## src/rtl/fsm_shift_pkg.sv

```systemverilog
// rtl/fsm_shift_pkg.sv - shared state, mode and direction encodings for the shift sequencer
package fsm_shift_pkg;

    typedef enum logic [1:0] {
        ST_IDLE  = 2'b00,
        ST_SHIFT = 2'b01,
        ST_DONE  = 2'b10
    } state_t;

    localparam logic [1:0] MODE_LOG = 2'b00;
    localparam logic [1:0] MODE_ARI = 2'b01;
    localparam logic [1:0] MODE_ROT = 2'b10;
    localparam logic [1:0] MODE_SER = 2'b11;

    localparam logic DIR_R = 1'b0;
    localparam logic DIR_L = 1'b1;

endpackage

```

## src/rtl/shift_step.sv

```systemverilog
// rtl/shift_step.sv - combinational one-position shifter with selectable fill bit
module shift_step
    import fsm_shift_pkg::*;
#(
    parameter int WIDTH = 8
) (
    input  logic [WIDTH-1:0] cur,
    input  logic             dir,
    input  logic [1:0]       mode,
    input  logic             ser_in,
    output logic [WIDTH-1:0] nxt,
    output logic             out_bit
);

    logic w_fill;

    always_comb begin
        w_fill  = 1'b0;
        nxt     = cur;
        out_bit = 1'b0;
        if (dir == DIR_L) begin
            // Arithmetic left is identical to logical left.
            case (mode)
                MODE_ROT: w_fill = cur[WIDTH-1];
                MODE_SER: w_fill = ser_in;
                default:  w_fill = 1'b0;
            endcase
            nxt     = {cur[WIDTH-2:0], w_fill};
            out_bit = cur[WIDTH-1];
        end else begin
            case (mode)
                MODE_ARI: w_fill = cur[WIDTH-1];
                MODE_ROT: w_fill = cur[0];
                MODE_SER: w_fill = ser_in;
                default:  w_fill = 1'b0;
            endcase
            nxt     = {w_fill, cur[WIDTH-1:1]};
            out_bit = cur[0];
        end
    end

endmodule

```

## src/rtl/fsm_shift_seq.sv

```systemverilog
// rtl/fsm_shift_seq.sv - load-then-shift sequencer: FSM, step counter and output registers
module fsm_shift_seq
    import fsm_shift_pkg::*;
#(
    parameter  int WIDTH = 8,
    localparam int CNT_W = $clog2(WIDTH + 1)
) (
    input  logic             clk,
    input  logic             rst,
    input  logic             start,
    input  logic [WIDTH-1:0] data,
    input  logic             dir,
    input  logic [1:0]       mode,
    input  logic [CNT_W-1:0] amt,
    input  logic             hold,
    input  logic             ser_in,
    output logic [WIDTH-1:0] out,
    output logic             ser_out,
    output logic             busy,
    output logic             done
);

    state_t           r_state;
    state_t           w_state_nxt;
    logic [WIDTH-1:0] r_out;
    logic             r_ser_out;
    logic [CNT_W-1:0] r_cnt;
    logic             r_dir;
    logic [1:0]       r_mode;

    logic [CNT_W-1:0] w_amt_clamped;
    logic [WIDTH-1:0] w_nxt;
    logic             w_out_bit;

    assign w_amt_clamped = (amt > CNT_W'(WIDTH)) ? CNT_W'(WIDTH) : amt;

    shift_step #(
        .WIDTH(WIDTH)
    ) u_step (
        .cur    (r_out),
        .dir    (r_dir),
        .mode   (r_mode),
        .ser_in (ser_in),
        .nxt    (w_nxt),
        .out_bit(w_out_bit)
    );

    always_ff @(posedge clk or negedge rst) begin
        if (!rst) begin
            r_state <= ST_IDLE;
        end else begin
            r_state <= w_state_nxt;
        end
    end

    always_comb begin
        w_state_nxt = r_state;
        case (r_state)
            ST_IDLE: begin
                if (start) begin
                    w_state_nxt = (w_amt_clamped == '0) ? ST_DONE : ST_SHIFT;
                end
            end
            ST_SHIFT: begin
                if (!hold && (r_cnt == CNT_W'(1))) begin
                    w_state_nxt = ST_DONE;
                end
            end
            ST_DONE:  w_state_nxt = ST_IDLE;
            default:  w_state_nxt = ST_IDLE;
        endcase
    end

    // Direction and mode are captured at load so the whole sequence is consistent.
    always_ff @(posedge clk or negedge rst) begin
        if (!rst) begin
            r_out     <= '0;
            r_ser_out <= 1'b0;
            r_cnt     <= '0;
            r_dir     <= DIR_R;
            r_mode    <= MODE_LOG;
        end else begin
            case (r_state)
                ST_IDLE: begin
                    if (start) begin
                        r_out  <= data;
                        r_dir  <= dir;
                        r_mode <= mode;
                        r_cnt  <= w_amt_clamped;
                    end
                end
                ST_SHIFT: begin
                    if (!hold) begin
                        r_out     <= w_nxt;
                        r_ser_out <= w_out_bit;
                        r_cnt     <= r_cnt - CNT_W'(1);
                    end
                end
                default: ;
            endcase
        end
    end

    assign out     = r_out;
    assign ser_out = r_ser_out;
    assign busy    = (r_state != ST_IDLE);
    assign done    = (r_state == ST_DONE);

endmodule

```

## config.mk

```make
export PLATFORM = sky130hd
export DESIGN_NAME = fsm_shift_seq
export DESIGN_NICKNAME = d
export VERILOG_FILES = /design/src/rtl/fsm_shift_pkg.sv /design/src/rtl/shift_step.sv /design/src/rtl/fsm_shift_seq.sv
export SDC_FILE = /design/constraint.sdc
export NUM_CORES = 1
export LEC_CHECK = 0
export ABC_CLOCK_PERIOD_IN_PS = 1700
export CORE_UTILIZATION = 48
export CTS_BUF_LIST = sky130_fd_sc_hd__clkbuf_2
export DETAILED_ROUTE_END_ITERATION = 8
export GPL_TIMING_DRIVEN = 0
export PLACE_DENSITY = 0.81
export SYNTH_ARGS = -nofsm -noshare
export SYNTH_HDL_FRONTEND = slang
export SYNTH_SLANG_ARGS = --single-unit
```

## constraint.sdc

```tcl
create_clock -name clk -period 1.7 [get_ports clk]
set_input_delay 0.255 -clock clk [delete_from_list [all_inputs] [get_ports clk]]
set_output_delay 0.255 -clock clk [all_outputs]
set_load 0.01 [all_outputs]
```

Yosys cells after proc, flatten, opt, wreduce, memory -nomap -nowiden
Index checks and enable logic that the tools add are counted.
{"block": "totals", "register_bits": 18, "out_inout_bits": 11, "inputBits": 20, "elab_cells": 46}
{"block": "classes", "n_mux": 15, "n_reduce_logical": 11, "n_eq_ne": 10, "bitwise": 1, "magnitude_cmp": 1, "n_addsub": 1}
{"operator": "8-bit two-way mux", "n": 3}
{"operator": "8-bit case mux with 2 select lines", "n": 1}
{"operator": "4-bit two-way mux", "n": 3}
{"operator": "4-bit case mux with 2 select lines", "n": 1}
{"operator": "2-bit equality test, second input constant", "n": 3}
{"operator": "2-bit two-way mux", "n": 3}
{"operator": "2-bit != test, second input constant", "n": 3}
{"operator": "2-bit AND reduction", "n": 3}
{"operator": "2-bit by 1-bit equality test with 1-bit output, second input constant", "n": 2}
{"operator": "4-bit by 1-bit equality test with 1-bit output, second input constant", "n": 1}
{"operator": "4-bit greater-than comparator, second input constant", "n": 1}
{"operator": "4-bit zero test", "n": 1}
{"operator": "2-bit case mux with 2 select lines", "n": 1}
{"operator": "4-bit AND reduction", "n": 1}
{"operator": "2-bit nonzero test", "n": 2}
{"operator": "4-bit by 1-bit subtractor with 4-bit output, second input constant", "n": 1}
{"operator": "3-bit != test, second input constant", "n": 1}
{"operator": "1-bit case mux with 3 select lines", "n": 1}
{"operator": "3-bit AND reduction", "n": 1}
{"operator": "2-bit zero test", "n": 1}
{"operator": "1-bit case mux with 2 select lines", "n": 1}
{"operator": "1-bit logical AND", "n": 1}
{"operator": "1-bit zero test", "n": 1}
{"operator": "1-bit two-way mux", "n": 1}
{"operator": "1-bit inverter", "n": 1}

Logic depth before layout (Yosys ltp)
Gate-level depths: netlist of the first run.
{"block": "logic_depth", "depth_word": 6, "mapped_depth": 5, "mapped_depth_nobuf": 5}

Cells and area by module
From an unflattened synthesis of the first run, not the netlist that was laid out.
{"block": "hier_totals", "cells_unflattened": 98, "area_unflattened_um2": 1248.7}
{"module": "fsm_shift_seq", "instances": 1, "area_per_inst_um2": 1067.3, "cells_each": 81}
{"module": "shift_step", "instances": 1, "area_per_inst_um2": 181.4, "cells_each": 17}

Worst setup path before layout of the first run
Ideal clock, no wire load.
{"block": "synth_path", "kind": "flip-flop to flip-flop", "startpoint": "reg r_state[0]", "endpoint": "reg r_dir", "stages_incl_launch_ff": 4, "slack_ns": 0.443, "arrival_ns": 1.132, "period_less_slack_ns": 1.257, "cell_sequence": "dfrtp_1 -> or2_4 -> nor2_4 -> mux2_2"}
{"block": "synth_between", "elab_chain_len": 2}
{"element": "start: declaration", "line_no": "fsm_shift_seq.sv:23", "source": "state_t r_state;"}
{"element": "start signal: assignment", "line_no": "fsm_shift_seq.sv:52", "source": "r_state <= w_state_nxt;"}
{"element": "2-bit zero test", "line_no": "fsm_shift_seq.sv:83", "source": "case (r_state)"}
{"element": "2-bit AND reduction (no source line)"}
{"element": "end signal: assignment", "line_no": "fsm_shift_seq.sv:87", "source": "r_dir <= dir;"}
{"element": "end: declaration", "line_no": "fsm_shift_seq.sv:28", "source": "logic r_dir;"}
Every way passes these cells.
A chain may end at the register's enable or synchronous reset.

Worst setup path after layout of the first run
{"block": "layout_path", "startpoint": "reg r_out[7], in the netlist out[7]", "endpoint": "out out[7]"}
{"element": "start: declaration", "line_no": "fsm_shift_seq.sv:25", "source": "logic [WIDTH-1:0] r_out;"}
{"element": "start signal: assignment", "line_no": "fsm_shift_seq.sv:86", "source": "r_out <= data;"}
{"element": "start signal: assignment", "line_no": "fsm_shift_seq.sv:94", "source": "r_out <= w_nxt;"}
{"element": "end: declaration", "line_no": "fsm_shift_seq.sv:17", "source": "output logic [WIDTH-1:0] out,"}
No word-level cell between the ends.

==> summary.md, run 1 <==
| Metric | Value |
|---|---|
| DR pass1 iterations | `4` |
| Final Cell Area | `approximately 1400 sq um` |
| Die area | `2370 sq um` |
| Grt total ovfl | `0` |
| Number of I/O pins | `31` |
| Fillers | `153` |
| Starting Density | `between 50% and 60%` |
| Syn Nets | `~140` |
| Core Area | `between 2000 and 2500 sq um` |
| PD cells | `~1700 nW/um^2` |
| Worst-Skew Late Latency | `slightly above 300 ps` |
| Die Ht | `roughly 49 um` |
| # setup viols final | `0` |
| Clock Path Buffers | `2` |
| Combinational power share | `between 50 and 60%` |
| All-Layer GR Usage | `22.9%` |
| Num CTS Buffers | `3` |
| Port-buffer cells | `30` |
| Part of the cycle the worst path needs | `between 90% and 100%` |
| Critical path arrival | `1330 ps` |
| Share of layout cells above drive strength 1 | `between 10% and 20%` |
| Most frequent cells in the layout | `28 x clkdlybuf4s50_1, 17 x dfrtp_1, 13 x nor2_1, 13 x nand2_1, 10 x o21ai_1` |
| Outcome | `finished, final reports clean` |
| Delay-heaviest family, CP | `buffers and inverters` |
| Initial DRC count | `13` |
| Post-route DRC | `0` |
| Max Cap Viol | `0` |
| Critical path capture point type | `output pin` |
| CP max FO | `5` |
| Routed length on met2 | `~1200 um` |
| HP Class | `in -> async` |
| Sw Pwr | `1.04 mW` |
| Setup ws final | `between 100 and 150 ps` |
| DRT met1 WL | `1180 um` |
| # diodes | `0` |
| Worst path bufs/invs | `1` |
| Fin nets | `about 180` |
| Uppermost layer routed | `met4` |
| Synthesized flop and latch total | `18` |
| Gpl congestion | `roughly 0.77` |
| Initial antenna violation count | `0` |
| Ys flop type | `dfrtp_1` |
| Slew @ Worst Pin | `around 820 ps` |
| Clock share of power | `about 7.4%` |
| Max IR drop VDD | `roughly 880 uV` |
| Sequential share of power | `34.8%` |
| Register area share after synthesis | `a little over two fifths` |
| Setup TNS | `0 ps` |
| Yosys warns | `0` |
| Leading cell type in the layout, fill and taps excluded | `clkdlybuf4s50_1` |
| P&R area growth vs syn | `35.8%` |
| Area after DPL | `roughly 1400 sq um` |
| Via count | `between 900 and 1000` |
| DP HPWL | `between 1500 and 2000 um` |
| TritonCTS clock tree | `done` |
| Clk sinks | `18` |
| Chip Width | `48.7 um` |
| Cell breakdown of the critical path | `clkdlybuf4s50_1` |
| RSZ-0062 raised after global routing | `false` |
| Max Clock Skew | `9.30 ps` |
| Synth cell types | `34` |
| Delay of the slowest critical-path stage | `roughly 560 ps` |
| Root Driver | `clkbuf_2` |
| Leakage | `0.635 nW` |
| Post-route minimum period | `1580 ps` |
| Wire length per cell | `13.6 um` |
| Setup CP Type | `reg -> out` |
| Slowest cell on crit path | `clkdlybuf4s50_1` |
| DR vias/cell | `5.38` |
| Sw frac | `a little over two fifths` |
| EDFF count, synth | `0` |
| P_int | `roughly 1.4 mW` |
| Req. time, crit path | `between 1000 and 1500 ps` |
| Global-route wire length before repair | `4220 um` |
| Site Rows | `16` |
| Power Total | `2.42 mW` |
| Largest net degree at the start of global routing | `19` |
| Async set-reset flop share out of synthesis | `100%` |
| Number of global-route vias before repair | `approximately 990` |
| Post-synthesis cell count | `between 100 and 150` |
| Place WS | `about 100 ps` |
| Antenna-violating nets left | `0` |
| Cell Area, Synth | `between 1000 and 1500 sq um` |
| Post-synthesis area per instance | `between 8 and 9 sq um` |
| Post-Route WL | `between 2000 and 2500 um` |
| H-tree levels | `1` |
| Relative slew slack | `between 40% and 50%` |
| Peak Freq | `about 630 MHz` |
| Startpoint types | `flop` |
| Routed length on met3 | `just under 80 um` |
| Clk slew on worst S/H paths | `between 150 and 200 ps` |
| Hold Violations, Final | `0` |
| Slew Viols, Final | `0` |
## area by class of cell
class	count	area (sq um)	area share, %
clock buffer	3	15.0	1.06
multi-input combinational	88	546	38.4
inverter	6	22.5	1.59
sequential	18	452	31.8
buffer	5	27.5	1.94
timing repair buffer	33	324	22.8
tap	27	33.8	2.38
## synthesized netlist by cell type (2+ instances only)
cell type  number  area (sq um)
a22oi_1         2          15.0
a31oi_1         2          12.5
nor2_1         13          48.8
mux2_2          2          22.5
buf_2           4          20.0
dfrtp_1        18           450
ha_1            2          25.0
o21ai_1        10          50.1
nor3_1          2          10.0
inv_1           6          22.5
nand2_1        13          48.8
nor2b_1         3          18.8
mux2i_1         9          90.1
o21ai_0         4          20.0
a21oi_1         8          40.0
## path summary, 6_finish.rpt
check / cells after the start / to / slack [ps] / startpoint
max: 1 / out[7] / 120 / out[7]
min: 1 / r_state[1] / 390 / rst
max reg2reg: 5 / r_cnt[0] / 250 / r_state[0]
min reg2reg: 2 / r_cnt[1] / 560 / r_cnt[1]
max in group asynchronous: 1 / r_state[0] / 760 / rst
min in group clk: 3 / r_mode[1] / 520 / mode[1]
## registers in the layout (all words and copies together), names as in the netlist
| signal | cells |
|---|---|
| out | 8 |
| r_state | 2 |
| ser_out | 1 |
| r_dir | 1 |
| r_cnt | 4 |
| r_mode | 2 |
## cells by family (layout without fill, tap and decap cells)
family / after synthesis / in the layout / synth area share, %
AND/OR/NAND/NOR: 43 / 43 / 20.7
AO/OA/AOI/OAI: 32 / 32 / 18.3
flip-flops: 18 / 18 / 43.1
multiplexers: 11 / 11 / 10.8
buffers and inverters: 11 / 47 / 4.78
adder cells (fa/ha/maj): 2 / 2 / 2.39
## layer usage
layer  track usage, %  vias to the layer above
li1                 -                      478
met1             29.5                      462
met2             38.9                       24
met3             2.83                        5
met4             8.82                        0
met5                0                        -
## through the flow
| step | utilization, % | std cells | hold WS, ps |
|---|---|---|---|
| 5_1_grt | 70.9 | 180 | 456 |
| 2_1_floorplan | - | 117 | -40.6 |
| 4_1_cts | 70.8 | 180 | 418 |
| 6_report | 70.9 | 180 | 393 |
| 3_3_place_gp | 68.9 | 174 | 484 |
| 3_5_place_dp | 68.9 | 174 | 518 |
## power by group through the flow
stage          sequential (mW)  combinational, mW  clock [mW]
2_1_floorplan            0.845              0.877           0
6_report                 0.843               1.40       0.180
3_3_place_gp             0.843               1.31           0
5_1_grt                  0.870               1.56       0.194
4_1_cts                  0.835               1.41       0.182
3_5_place_dp             0.857               1.35           0
## timing repair
| item | 4_1_cts | 5_1_grt |
|---|---|---|
| hold buffers | 0 | 0 |
| gates resized for setup | 2 | 1 |
| endpoints found under the setup margin | 2 | 1 |
| hold endpoints to repair | 0 | 0 |
| pin swaps | 0 | 0 |
| setup buffers | 3 | 0 |
(Power assumes the default switching activity.)
==> run 2: changes to the inputs <==
Settings changed: HOLD_SLACK_MARGIN set to 0.06.
==> results of run 2 <==
Same layout as run 1: the final DEF is identical, and so are final timing and power.
